**src/rtl/imem_loader_pkg.sv**
```systemverilog
// Shared definitions for the instruction-memory loader: FSM encoding and sizing constants.
package imem_loader_pkg;

    localparam int unsigned ADDR_W_DEF = 9;
    localparam int unsigned WORD_BYTES = 4;

    typedef enum logic [1:0] {
        StIdle   = 2'd0,
        StRecv   = 2'd1,
        StWrite  = 2'd2,
        StFinish = 2'd3
    } state_e;

endpackage

```
**src/rtl/byte_assembler.sv**
```systemverilog
// Packs a byte stream into 32-bit words, most-significant byte first.
module byte_assembler
    import imem_loader_pkg::*;
(
    input  logic        clk,
    input  logic        rst_n,
    input  logic        i_clr,
    input  logic        i_xfer,
    input  logic [7:0]  i_byte,
    output logic [31:0] o_word,
    output logic        o_last
);

    logic [31:0] r_word;
    logic [1:0]  r_cnt;

    always_ff @(posedge clk or negedge rst_n) begin
        if (!rst_n) begin
            r_word <= '0;
            r_cnt  <= '0;
        end else if (i_clr) begin
            r_word <= '0;
            r_cnt  <= '0;
        end else if (i_xfer) begin
            r_word <= {r_word[23:0], i_byte};
            r_cnt  <= r_cnt + 2'd1;
        end
    end

    // Flags the transfer that completes the word, so the FSM can move to WRITE on that edge.
    assign o_last = i_xfer && (r_cnt == 2'(WORD_BYTES - 1));
    assign o_word = r_word;

endmodule

```
**src/rtl/imem_loader.sv**
```systemverilog
// Boot-time program loader: streams bytes into instruction memory while holding the CPU.
module imem_loader
    import imem_loader_pkg::*;
#(
    parameter int unsigned ADDR_W    = ADDR_W_DEF,
    parameter int unsigned BASE_ADDR = 0
) (
    input  logic              clk,
    input  logic              rst_n,
    input  logic              start,
    input  logic [ADDR_W-1:0] num_words,
    input  logic              byte_valid,
    input  logic [7:0]        byte_data,
    output logic              byte_ready,
    output logic              wr_en,
    output logic [ADDR_W-1:0] wr_addr,
    output logic [31:0]       wr_data,
    output logic              cpu_hold,
    output logic              busy,
    output logic              done
);

    localparam logic [ADDR_W-1:0] BaseAddr = ADDR_W'(BASE_ADDR);
    localparam logic [ADDR_W-1:0] AddrStep = ADDR_W'(WORD_BYTES);
    // Largest word count that fits the address space; longer requests are clipped.
    localparam logic [ADDR_W-1:0] MaxWords = ADDR_W'((2 ** ADDR_W) / WORD_BYTES);

    state_e            r_state;
    state_e            w_state_d;
    logic [ADDR_W-1:0] r_cnt;
    logic [ADDR_W-1:0] w_cnt_d;
    logic [ADDR_W-1:0] r_addr;
    logic [ADDR_W-1:0] w_addr_d;
    logic              w_clr;
    logic              w_xfer;
    logic              w_last;
    logic [31:0]       w_word;

    assign w_xfer = byte_valid && byte_ready;

    byte_assembler u_byte_assembler (
        .clk    (clk),
        .rst_n  (rst_n),
        .i_clr  (w_clr),
        .i_xfer (w_xfer),
        .i_byte (byte_data),
        .o_word (w_word),
        .o_last (w_last)
    );

    always_ff @(posedge clk or negedge rst_n) begin
        if (!rst_n) begin
            r_state <= StIdle;
            r_cnt   <= '0;
            r_addr  <= BaseAddr;
        end else begin
            r_state <= w_state_d;
            r_cnt   <= w_cnt_d;
            r_addr  <= w_addr_d;
        end
    end

    always_comb begin
        w_state_d  = r_state;
        w_cnt_d    = r_cnt;
        w_addr_d   = r_addr;
        w_clr      = 1'b0;
        byte_ready = 1'b0;
        wr_en      = 1'b0;
        done       = 1'b0;
        unique case (r_state)
            StIdle: begin
                if (start) begin
                    w_clr = 1'b1;
                    if (num_words == '0) begin
                        w_state_d = StFinish;
                    end else begin
                        w_cnt_d   = (num_words > MaxWords) ? MaxWords : num_words;
                        w_addr_d  = BaseAddr;
                        w_state_d = StRecv;
                    end
                end
            end
            StRecv: begin
                byte_ready = 1'b1;
                if (w_last) begin
                    w_state_d = StWrite;
                end
            end
            StWrite: begin
                wr_en     = 1'b1;
                w_addr_d  = r_addr + AddrStep;
                w_cnt_d   = r_cnt - ADDR_W'(1);
                w_state_d = (r_cnt == ADDR_W'(1)) ? StFinish : StRecv;
            end
            StFinish: begin
                done      = 1'b1;
                w_state_d = StIdle;
            end
            default: begin
                w_state_d = StIdle;
            end
        endcase
    end

    assign busy     = (r_state != StIdle);
    assign cpu_hold = busy;
    assign wr_addr  = r_addr;
    assign wr_data  = w_word;

endmodule

```
**config.mk**
```make
export PLATFORM = sky130hd
export DESIGN_NAME = imem_loader
export DESIGN_NICKNAME = d
export VERILOG_FILES = /design/src/rtl/imem_loader_pkg.sv /design/src/rtl/byte_assembler.sv /design/src/rtl/imem_loader.sv
export SDC_FILE = /design/constraint.sdc
export NUM_CORES = 1
export LEC_CHECK = 0
export BUFFER_PORTS_ARGS = -buffer_cell sky130_fd_sc_hd__buf_2
export CORE_ASPECT_RATIO = 0.6
export CORE_UTILIZATION = 55
export DETAILED_ROUTE_END_ITERATION = 10
export PLACE_DENSITY = 0.84
export SYNTH_ARGS = -nofsm -noshare
export SYNTH_HDL_FRONTEND = slang
export SYNTH_SLANG_ARGS = --single-unit
```
**constraint.sdc**
```tcl
create_clock -name clk -period 2.7 [get_ports clk]
set_input_delay 0.54 -clock clk [delete_from_list [all_inputs] [get_ports clk]]
set_output_delay 0.54 -clock clk [all_outputs]
set_load 0.05 [all_outputs]
```
==> summary.md <==
- dfrtp_1 — slowest cell on the critical path
- 5 — CTS buffer count
- 0.5094 ns — worst slack at placement
- flip-flop — kind of start point of the critical path
- 1.000 — share of flip-flops with an asynchronous set or reset
- 0.5482 — sequential area share after synthesis
- 0.004769 ns — worst clock skew
- 0.4127 GHz — Peak Freq
- 67 — I/O pin count
- 2.16 ns — data required time of the worst path
- r_state[0] — launching element of the worst setup path
- 3.777 mm — HPWL after DPL
- 0 — total of max-cap violations
- 0.3396 — fraction of layout cells with a size suffix above 1
- 200 — gate count after technology mapping
- 0.30 ns — insertion delay to the later sink of the worst-skew pair
- 317 — number of cells in the design after placement
- input pin to asynchronous set/reset pin — hold crit path type
- 1.88 ns — arrival time reported for the critical path endpoint
- 52 — flops & latches, synth
- done — CTS tree
- 0 — total count of hold-check failures in the final report
- 0 — Post-synth EDFFs
- nand2b_1 -> clkinv_1 -> buf_2 — crit-path cells
- 0.5482 — top cell type's share of synthesized area
- 6.080 — Via density
- 4121 sq um — floorplan core area
- 64 — IO Port Bufs
- dfrtp_1 — library cell with the largest summed area after synthesis
- compound AO/OA/AOI/OAI gates — largest family of logic cells by synthesized area
- 0.54 ns — reg-to-reg slack, setup
- 0 ns — sum of negative setup slack
- 0 — final slew viol count
- 0 — CTS resizes
- 0.5759 — initial core utilization
- 4591 sq um — floorplan die area
- dfrtp_1 55%, a22o_1 13%, ha_1 2.1% — leading cell types by total area after synthesis
- 5.306 mm — routed wire length
- 35 — pin count of the biggest net entering global routing
- 325 — Post-Layout Cell Count
- 52 — number of clock sinks
- 1,683 — number of global-route vias before repair
- 0.8975 — fin crit share
- 5 — path depth of the worst reg2reg path
- r_cnt[3] — reg2reg end
- 0 — # hold bufs at CTS
- 289 — number of nets in the layout
- 2 — Worst Path Buf+Inv
- 4 — detailed-router iteration count before antenna repair
- 0.60 ns — crit-path max cell delay
- 0 — overflow left after global routing
- 2 — buffer depth of the longest clock path
- 2 — htree depth
- 0 — post-detailed-route count of antenna-violating nets
- 14 — biggest fanout along the worst timing path
- 0.6287 ns — Slew @ Worst Pin
- 0.2769 ns — final worst-path setup slack
- flip-flop to output port — type of the setup path with the least slack
- output port — capturing element type of the critical path
- 2826 sq um — fin area
- 0.9010 — final weighted congestion of routability-driven global placement
- clkbuf_8 — clock tree root driver cell
- 2738 sq um — total cell area at the placement stage
- 0 — parity-gate share of the synthesized area counting xor and xnor cells
- 86.81 um — die span in x
- 18 — Site Rows
- dfrtp_1 — leading register cell type out of synthesis
- 0 — number of antenna repair diodes
- 0 — # DRC
- wr_en — endpoint of the worst setup timing path
- r_state[0] — origin of the critical flop-to-flop path
- 140 — Detailed Route Iter0 Violations
- 0 — setup violation total in the final timing report
- 0 — number of antenna violations at the first check in global routing
- 0.2699 — synthesized-area fraction occupied by ao, oa, aoi and oai cells
- 0 — post-CTS setup buffer count
- 0.02109 — adder and majority cell fraction of the synthesized area
- 8.369 mm — global-route wire length before repair
- 52.89 um — vertical extent of the die
- buffers and inverters — largest delay contributor family on the critical path
- 11.87 sq um — Mean Syn Cell Area
- 16.33 um — per-cell routed wire length
- 0.5783 — tightest slew margin relative to the limit
- 0.2449 — all-layer global routing usage
- 19.08% — Layout area overhead
- 2374 sq um — Mapped Area
- 0 — count of yosys warnings during synthesis
- no — unrepaired setup endpoints after global routing
- 0.09 ns — clock-pin slew reported for the worst setup and hold paths after clock tree synthesis
- 2.423 ns — final critical path time including I/O delays and setup
- finished, final reports clean — result of the run
- 3 — Stages on worst setup path
- 57 — count of unique library cells instantiated by Yosys
- 0.01318 — mux cell area share after synthesis
- 1,976 — total number of vias
- 0.09963 — Post-Synth Simple-Gate Area
[layout by cell type, fill, tap and decap left out, types with 3 or more instances in the layout]
master,count
or3_1,3
ha_1,4
nand3_1,3
inv_1,5
a22o_1,34
and2_1,3
o21ai_0,10
dfrtp_1,52
clkbuf_8,5
nor2_1,6
nor4_1,3
o41ai_1,3
a21oi_1,7
buf_2,64
buf_4,6
nand2_1,4
nand2b_1,3
[cell usage after synthesis (all sizes together) (2+ instances only)]
cell,count
or3,3
o41ai,4
buf,7
a21oi,9
clkbuf,7
o21ai,11
nor2b,2
and2,3
a21boi,2
nor3b,2
or4,2
nand3,3
nor2,6
a31oi,2
o31ai,3
nor4,3
nor3,2
mux2i,2
a22o,34
nand2b,3
inv,6
o211ai,3
dfrtp,52
or2,2
a211oi,2
ha,4
nand2,4
[through the flow]
step                        util  hold slack [ns]
after floorplan                -           0.2444
after global placement    0.6642           0.4371
after detailed placement  0.6642           0.4340
after CTS                 0.6858           0.1018
after global routing      0.6858           0.1047
final                     0.6858           0.1026
[registers in the layout, indices dropped and copies added (netlist names)]
signal                   cells
r_cnt                        9
u_byte_assembler.o_word     32
u_byte_assembler.r_cnt       2
wr_addr                      7
r_state                      2
[worst reg2reg max path: cells and delay by family, from the launching register on]
family                 cells  cell delay, ns
AO/OA/AOI/OAI              2            0.33
buffers and inverters      1            0.32
AND/OR/NAND/NOR            2            0.83
flip-flops                 1            0.60
[area by class of cell]
class,count,area (sq um)
tap,60,75.07
fill,321,1295
inverter,7,26.28
sequential,52,1301
clock inverter,2,16.27
timing repair buffer,70,365.4
clock buffer,6,72.57
multi-input combinational,128,969.7
[cells by family (layout without fill, tap and decap cells)]
family | Yosys count | after routing
compound gates | 79 | 79
flops | 52 | 52
simple gates | 40 | 40
buf+inv | 21 | 85
fa+ha+maj | 4 | 4
mux | 3 | 3
other cells | 1 | 2
[per-layer routing]
metal,global-route usage,vias to the layer above,wire [um]
li1,-,896,-
met1,0.3782,979,2560
met2,0.3425,95,2339
met3,0.05772,6,373
met4,0.06389,0,34
met5,0,-,0
[worst min-delay path by stage]
stage	to	slack, ns
after floorplan	r_cnt[0]	0.24
after CTS	u_byte_assembler.o_word[27]	0.10
final	u_byte_assembler.o_word[19]	0.10
after global placement	u_byte_assembler.o_word[19]	0.44
after global routing	u_byte_assembler.o_word[27]	0.10
after detailed placement	u_byte_assembler.o_word[19]	0.43
Power is left out: the tool's default activity adds up to more than one toggle a clock period on the data nets, which glitch-free logic cannot reach.
